$ cat src/rtl/branch_sequencer.sv
// Program-counter sequencer that drives fetch and resolves branches from the registered branch unit.
// Latency: all outputs are registered. A taken redirect flushes for FLUSH_CYCLES cycles before the target is fetched.
// Backpressure: stall_in freezes PC advance in RUN and parks a resolved decision in HOLD; it never extends flush.
// Optional build macro BRANCH_SEQ_PERF_EN adds the saturating ctrl_count and taken_count outputs.
module branch_sequencer #(
    parameter int ADDR_W       = 10,
    parameter int FLUSH_CYCLES = 2,
    parameter logic [ADDR_W-1:0] PC_RESET = '0
) (
    input  logic              clk,
    input  logic              rst,
    input  logic              stall_in,
    input  logic              is_ctrl,
    input  logic              branch,
    input  logic [ADDR_W-1:0] target_addr,
    output logic [ADDR_W-1:0] pc,
    output logic              pc_valid,
    output logic              flush,
    output logic              busy
`ifdef BRANCH_SEQ_PERF_EN
    ,
    output logic [15:0]       ctrl_count,
    output logic [15:0]       taken_count
`endif
);

    typedef enum logic [1:0] {RUN, RESOLVE, HOLD, FLUSH} state_t;

    state_t            state, state_d;
    logic [ADDR_W-1:0] pc_d;
    logic              pc_valid_d, flush_d;
    logic [3:0]        cnt, cnt_d;
    logic              taken_q, taken_d;
    logic [ADDR_W-1:0] tgt_q, tgt_d;
    logic              apply;
    logic              dec_taken;
    logic [ADDR_W-1:0] dec_tgt;

    // Next-state and next-output logic; apply merges the RESOLVE and HOLD decision paths.
    always_comb begin
        state_d    = state;
        pc_d       = pc;
        pc_valid_d = pc_valid;
        flush_d    = flush;
        cnt_d      = cnt;
        taken_d    = taken_q;
        tgt_d      = tgt_q;
        apply      = 1'b0;
        dec_taken  = taken_q;
        dec_tgt    = tgt_q;
        case (state)
            RUN: begin
                if (!stall_in) begin
                    if (is_ctrl) begin
                        pc_valid_d = 1'b0;
                        state_d    = RESOLVE;
                    end else begin
                        pc_d       = pc + ADDR_W'(1);
                        pc_valid_d = 1'b1;
                    end
                end
            end
            RESOLVE: begin
                // The branch unit result is only valid now, so it is always captured.
                taken_d   = branch;
                tgt_d     = target_addr;
                dec_taken = branch;
                dec_tgt   = target_addr;
                if (stall_in) begin
                    state_d = HOLD;
                end else begin
                    apply = 1'b1;
                end
            end
            HOLD: begin
                if (!stall_in) begin
                    apply = 1'b1;
                end
            end
            FLUSH: begin
                if (cnt != 4'd0) begin
                    cnt_d = cnt - 4'd1;
                end else begin
                    flush_d    = 1'b0;
                    pc_valid_d = 1'b1;
                    state_d    = RUN;
                end
            end
            default: state_d = RUN;
        endcase
        if (apply) begin
            if (dec_taken) begin
                pc_d       = dec_tgt;
                pc_valid_d = 1'b0;
                flush_d    = 1'b1;
                cnt_d      = 4'(FLUSH_CYCLES - 1);
                state_d    = FLUSH;
            end else begin
                pc_d       = pc + ADDR_W'(1);
                pc_valid_d = 1'b1;
                state_d    = RUN;
            end
        end
    end

    // State, capture and output registers; busy is registered from the next state.
    always_ff @(posedge clk) begin
        if (rst) begin
            state    <= RUN;
            pc       <= PC_RESET;
            pc_valid <= 1'b1;
            flush    <= 1'b0;
            busy     <= 1'b0;
            cnt      <= 4'd0;
            taken_q  <= 1'b0;
            tgt_q    <= '0;
        end else begin
            state    <= state_d;
            pc       <= pc_d;
            pc_valid <= pc_valid_d;
            flush    <= flush_d;
            busy     <= (state_d != RUN);
            cnt      <= cnt_d;
            taken_q  <= taken_d;
            tgt_q    <= tgt_d;
        end
    end

`ifdef BRANCH_SEQ_PERF_EN
    // Saturating counters of applied decisions and applied taken decisions.
    always_ff @(posedge clk) begin
        if (rst) begin
            ctrl_count  <= 16'd0;
            taken_count <= 16'd0;
        end else if (apply) begin
            if (ctrl_count != 16'hFFFF) ctrl_count <= ctrl_count + 16'd1;
            if (dec_taken && taken_count != 16'hFFFF) taken_count <= taken_count + 16'd1;
        end
    end
`endif

endmodule

$ cat config.mk
export PLATFORM = sky130hd
export DESIGN_NAME = branch_sequencer
export DESIGN_NICKNAME = d
export VERILOG_FILES = /design/src/rtl/branch_sequencer.sv
export SDC_FILE = /design/constraint.sdc
export NUM_CORES = 1
export LEC_CHECK = 0
export CORE_UTILIZATION = 45
export DETAILED_ROUTE_END_ITERATION = 8
export PLACE_DENSITY_LB_ADDON = 0.08
export SLEW_MARGIN = 20
export SYNTH_ARGS = -nofsm -noshare
export SYNTH_HDL_FRONTEND = slang
export SYNTH_SLANG_ARGS = --single-unit
$ cat constraint.sdc
create_clock -name clk -period 5.4 [get_ports clk]
set_input_delay 1.08 -clock clk [delete_from_list [all_inputs] [get_ports clk]]
set_output_delay 1.08 -clock clk [all_outputs]
set_load 0.03 [all_outputs]
### After elaboration in Yosys (flattened, before gate mapping)

Index checks and enable logic that the tools add are counted.

| word-level totals | value |
|---|---|
| register bits after elaboration | 30 |
| latch bits | 0 |
| memory bits (writable) | 0 |
| ROM bits | 0 |
| bits of input ports | 15 |
| output and inout port bits | 13 |
| word-level logic and storage cells | 55 |
| memories kept | 0 |

| operators by class | value |
|---|---|
| add/sub/neg operators | 2 |
| multiply operators | 0 |
| div/mod/pow operators | 0 |
| order comparisons | 0 |
| equality and inequality tests | 7 |
| shifts and indexed selects | 0 |
| multiplexer cells | 30 |
| bitwise operators | 0 |
| reductions and logical operators | 8 |

Operators by type and width:

| cell | count |
|---|---|
| 10-bit 2-to-1 mux | 6 |
| 4-bit 2-to-1 mux | 4 |
| 1-bit 2-to-1 mux | 12 |
| 2-bit 2-to-1 mux | 6 |
| 10-bit by 1-bit adder with 10-bit output (second input constant) | 1 |
| 3-bit inequality test (second input constant) | 2 |
| 2-bit case mux with 3 select lines | 1 |
| 3-bit AND reduction | 2 |
| 2-bit equality test (second input constant) | 2 |
| 2-bit by 1-bit inequality test with 1-bit output (second input constant) | 2 |
| 2-bit nonzero test | 2 |
| 4-bit nonzero test | 1 |
| 4-bit by 1-bit subtractor with 4-bit output (second input constant) | 1 |
| 3-bit nonzero test | 1 |
| 2-bit by 1-bit equality test with 1-bit output (second input constant) | 1 |
| 2-bit logical NOT | 1 |
| 1-bit case mux with 2 select lines | 1 |
| 2-bit OR reduction | 1 |

### Logic depth before layout (Yosys ltp)

| logic depth | value |
|---|---|
| depth after elaboration | 5 |
| depth in mapped cells | 8 |
| mapped depth without buffers | 6 |

### Least setup slack after synthesis

No wires, ideal clock.

| path | value |
|---|---|
| kind | input -> register |
| start | input port stall_in |
| end | register pc[7] |
| library setup time | 74 ps |
| data arrival time | 2,169 ps |
| required time | 5,326 ps |
| slack | 3,157 ps |
| stages | 6 |
| path buffers | 2 |
| cells stage by stage | buf_4 nand2b_1 clkbuf_2 nor2_4 or4_1 a31oi_1 |

| between the ends | value |
|---|---|
| word-level cells in the longest chain between the ends | 4 |
| elaborated cells on any way between the ends | 7 |
| those cells by class | eq/ne: 2; mux: 3; reduce/logical: 2 |

RTL lines:

| what | line | RTL |
|---|---|---|
| start, declared | 12 | `input logic stall_in,` |
| 1-bit 2-to-1 mux | 69, 76 |  |
| 1-bit 2-to-1 mux | n/a |  |
| 2-bit by 1-bit inequality test with 1-bit output (no source line) / 2-bit nonzero test (equally long branches) | n/a |  |
| 3-bit AND reduction (no source line) | n/a |  |
| end signal, assigned | 119 | `pc <= pc_d;` |
| end, declared | 16 | `output logic [ADDR_W-1:0] pc,` |

Parallel ways exist; a longest one is shown, timed or not.
A chain may end at the register's enable or synchronous reset.

### Worst setup path in the final report

| path | value |
|---|---|
| start | input port stall_in |
| end | register pc[5] |

The elaborated chain is that of the path after synthesis.

==> run summary <==
• **antenna-violating nets left** 0
• **Initial DRC Count** 53
• **number of violations of the max-capacitance limit** 0
• **Post-CTS Setup Inserts** 0
• **Tightest Hold Check Type** reg2reg
• **sequential-to-total area share from yosys stat** 38.10%
• **post-layout total power** 502.5 uW
• **highest clock rate** 0.3435 GHz
• **worst setup path class** in2reg
• **via count of the first global-routing pass** 1294
• **die area** 3744 um2
• **most numerous cell in the Yosys netlist** dfxtp_1
• **setup repair after global routing missed its margin** false
• **clock tree root driver cell** clkbuf_4
• **Slowest Stage Delay on Critical Path** 620 ps
• **Area Growth Syn to Fin** 20.71%
• **Worst Hold Slack** 481.1 ps
• **global route overflow** 0
• **register bit count reported by yosys** 30
• **synthesized netlist cell count** 177
• **post-detailed-route via-to-cell ratio** 5.610
• **number of standard cells in the final layout excluding fillers** 246
• **Layout Skew** 7.634 ps
• **Final setup viols** 0
• **1st-pass router iterations** 4
• **Post-Synthesis Mean Instance Area** 8.907 um2
• **max-slew violation count** 0
• **Startpoint Class** primary input
• **vias after detailed routing** 1380
• **type of element capturing the critical path** register
• **number of antenna violations at the first check in global routing** 0
• **IO Pins** 28
• **proportion of register bits with asynchronous set or reset after synthesis** 0%
• **Clock H-tree levels** 2
• **series of cell instances along the critical path** clkdlybuf4s50_1 > nor2b_1 > nand2_1 > a41oi_1 > o221a_2
• **number of nets in the layout** 220
• **total of cells resized after clock tree synthesis** 0
• **required arrival time at the worst endpoint** 5670 ps
• **most used flip-flop cell after synthesis** dfxtp_1
• **post-DP HPWL** 2424 um
• **post-layout utilization of the core** 57.03%
• **global placer's final weighted congestion** 0.7504
• **part of the cycle the worst path needs** 53.92%
• **number of diodes** 0
• **worst-case clock buffer depth** 2
• **CTS clk-pin slew, worst paths** 90 ps
• **routed wire length** 3330 um
• **wire length of the first global-routing pass** 5575 um
• **category of cells accounting for the largest share of critical-path delay** simple AND/OR/NAND/NOR gates
• **share of cells above drive strength 1** 8.500%
• **source-to-sink clock delay at the later pin of the worst-skew pair** 320 ps
• **setup_tns** 0 ps
• **number of nets produced by synthesis** 198
• **total number of clock tree sinks** 30
• **VDD IR-drop max** 156.5 uV
• **Worst Max-Slew Pin Slew** 938.9 ps
• **TritonCTS clock tree** built
• **drc violations** 0
• **arrival time worst endpoint** 3180 ps
• **leakage power** 0.0006474 uW
• **final hold violations** 0
• **wire length per cell** 13.54 um
• **Post-Place Cells** 238
• **Syn Std Cell Area** 1577 um2
• **FP Rows** 21
• **die width** 61.19 um
• **number of filler cells placed in the layout** 319
• **total number of yosys warnings** 0
• **Synth top area share** 38.10%
• **Num CTS Buffers** 5
• **overall fraction of global-route tracks in use** 20.50%
• **CP max stage cell** nor2b_1
• **cell types with the highest counts after synthesis** 30 x dfxtp_1, 17 x a21oi_1, 11 x nor2_1, 11 x o21ai_0
• **EDFF count, synth** 0
• **Worst slew margin** 37.28%
• **maximum number of pins on one net before global-route repair** 26
• **sum of buffers and inverters on the critical path** 1
• **largest driver fanout on the critical path** 12
• **area of the core** 3337 um2
• **area leader, netlist** dfxtp_1
• **power density relative to cell area** 264.0 nW/um2
• **number of different library cells in the post-synthesis netlist** 49
• **Synth area leaders** dfxtp_1 38%, a21oi_1 5.4%, ha_1 4.8%, mux2i_1 4.4%, o21ai_0 3.5%
• **run status** finished, final reports clean
• **# port buffers** 27
• **hold buffer count at cts** 0
• **initial standard-cell utilization of the core** 47.24%
• **post-layout minimum cycle time** 2911 ps
• **height of the chip** 61.19 um
[through the flow]
step | area (um2) | setup WS (ps)
detailed placement | 1843 | 2164
floorplan | 1577 | 3157
finish | 1903 | 2489
global route | 1903 | 2334
CTS | 1903 | 2527
global placement | 1843 | 2280
[layout by cell type (no fill, tap or decap), types with 2 or more instances in the layout]
master           netlist  layout
a22oi_1                2       2
nor2_1                11      11
nor2b_1                3       3
inv_1                  6       6
o221a_2                2       2
and2_1                 4       4
clkdlybuf4s50_1        0      27
or4_1                  2       2
dfxtp_1               30      30
nor3_1                 7       7
o21ai_0               11      11
ha_1                   6       6
mux2_2                 4       4
a21oi_1               17      17
a31oi_1                3       3
a2bb2oi_1              2       2
clkbuf_4               0       5
a2111oi_0              4       4
nand2b_1               4       4
nand3_1                5       5
mux2i_1                7       7
a211oi_1               2       2
and3_1                 4       4
nand2_1                6       6
nand3b_1               2       2
[worst paths after layout]
| kind | slack, ps | to | cells past startpoint | from |
|---|---|---|---|---|
| worst max-delay path | 2490 | pc[5]$_SDFFE_PP0P_ | 5 | stall_in |
| worst min-delay path | 480 | flush$_SDFF_PP0_ | 2 | flush$_SDFF_PP0_ |
| worst max register to register | 2760 | pc[8]$_SDFFE_PP0P_ | 6 | state[1]$_SDFF_PP0_ |
| worst min register to register | 480 | flush$_SDFF_PP0_ | 2 | flush$_SDFF_PP0_ |
[flip-flops by register name, indices dropped and copies added (netlist names)]
name      flops
tgt_q        10
pc_valid      1
flush         1
pc           10
cnt           4
taken_q       1
state         2
busy          1
[final cells by class]
class                           count  area (um2)  share of cell area [%]
Tap cell                           46       57.56                   3.024
Timing Repair Buffer               27       270.3                   14.20
Multi-Input combinational cell    129       892.1                   46.88
Clock inverter                      1       5.005                  0.2630
Clock buffer                        7       55.05                   2.893
Sequential cell                    30       600.6                   31.56
Inverter                            6       22.52                   1.183
[cell families (layout without fill, tap and decap cells)]
group           Yosys count  count (layout)  synth area share [%]
compound gates           54              54                 22.46
xor+xnor                  1               1                0.5557
buf+inv                  18              41                 5.317
fa+ha+maj                 6               6                 4.762
flops                    30              30                 38.10
simple gates             56              56                 20.08
mux                      12              12                 8.730
[worst reg2reg max path, delay by kind of cell (launching register included)]
family | cells | cell delay [ps]
adders and majority gates | 1 | 700
AOI/OAI and AO/OA | 2 | 550
muxes | 1 | 510
DFF | 1 | 340
and+or+nand+nor | 1 | 340
buffers and inverters | 1 | 90
[report_power, final]
group | leakage [uW] | switching, uW | total, uW | internal, uW
clock | 0.0000353 | 73.3 | 136 | 63.0
combinational | 0.000369 | 68.5 | 123 | 55.0
sequential | 0.000243 | 7.56 | 243 | 235
[per-layer routing]
layer  vias to the layer above  share of wire [%]  track usage (%)  routed length, um
met5                         -                  0                0                  0
met4                         0               0.93            6.494                 31
met3                         4                3.9            5.882                130
met2                        25                 49            35.56               1630
met1                       655                 46            24.44               1538
li1                        696                  -                -                  -
No activity file was read; power rests on OpenSTA's default activity.
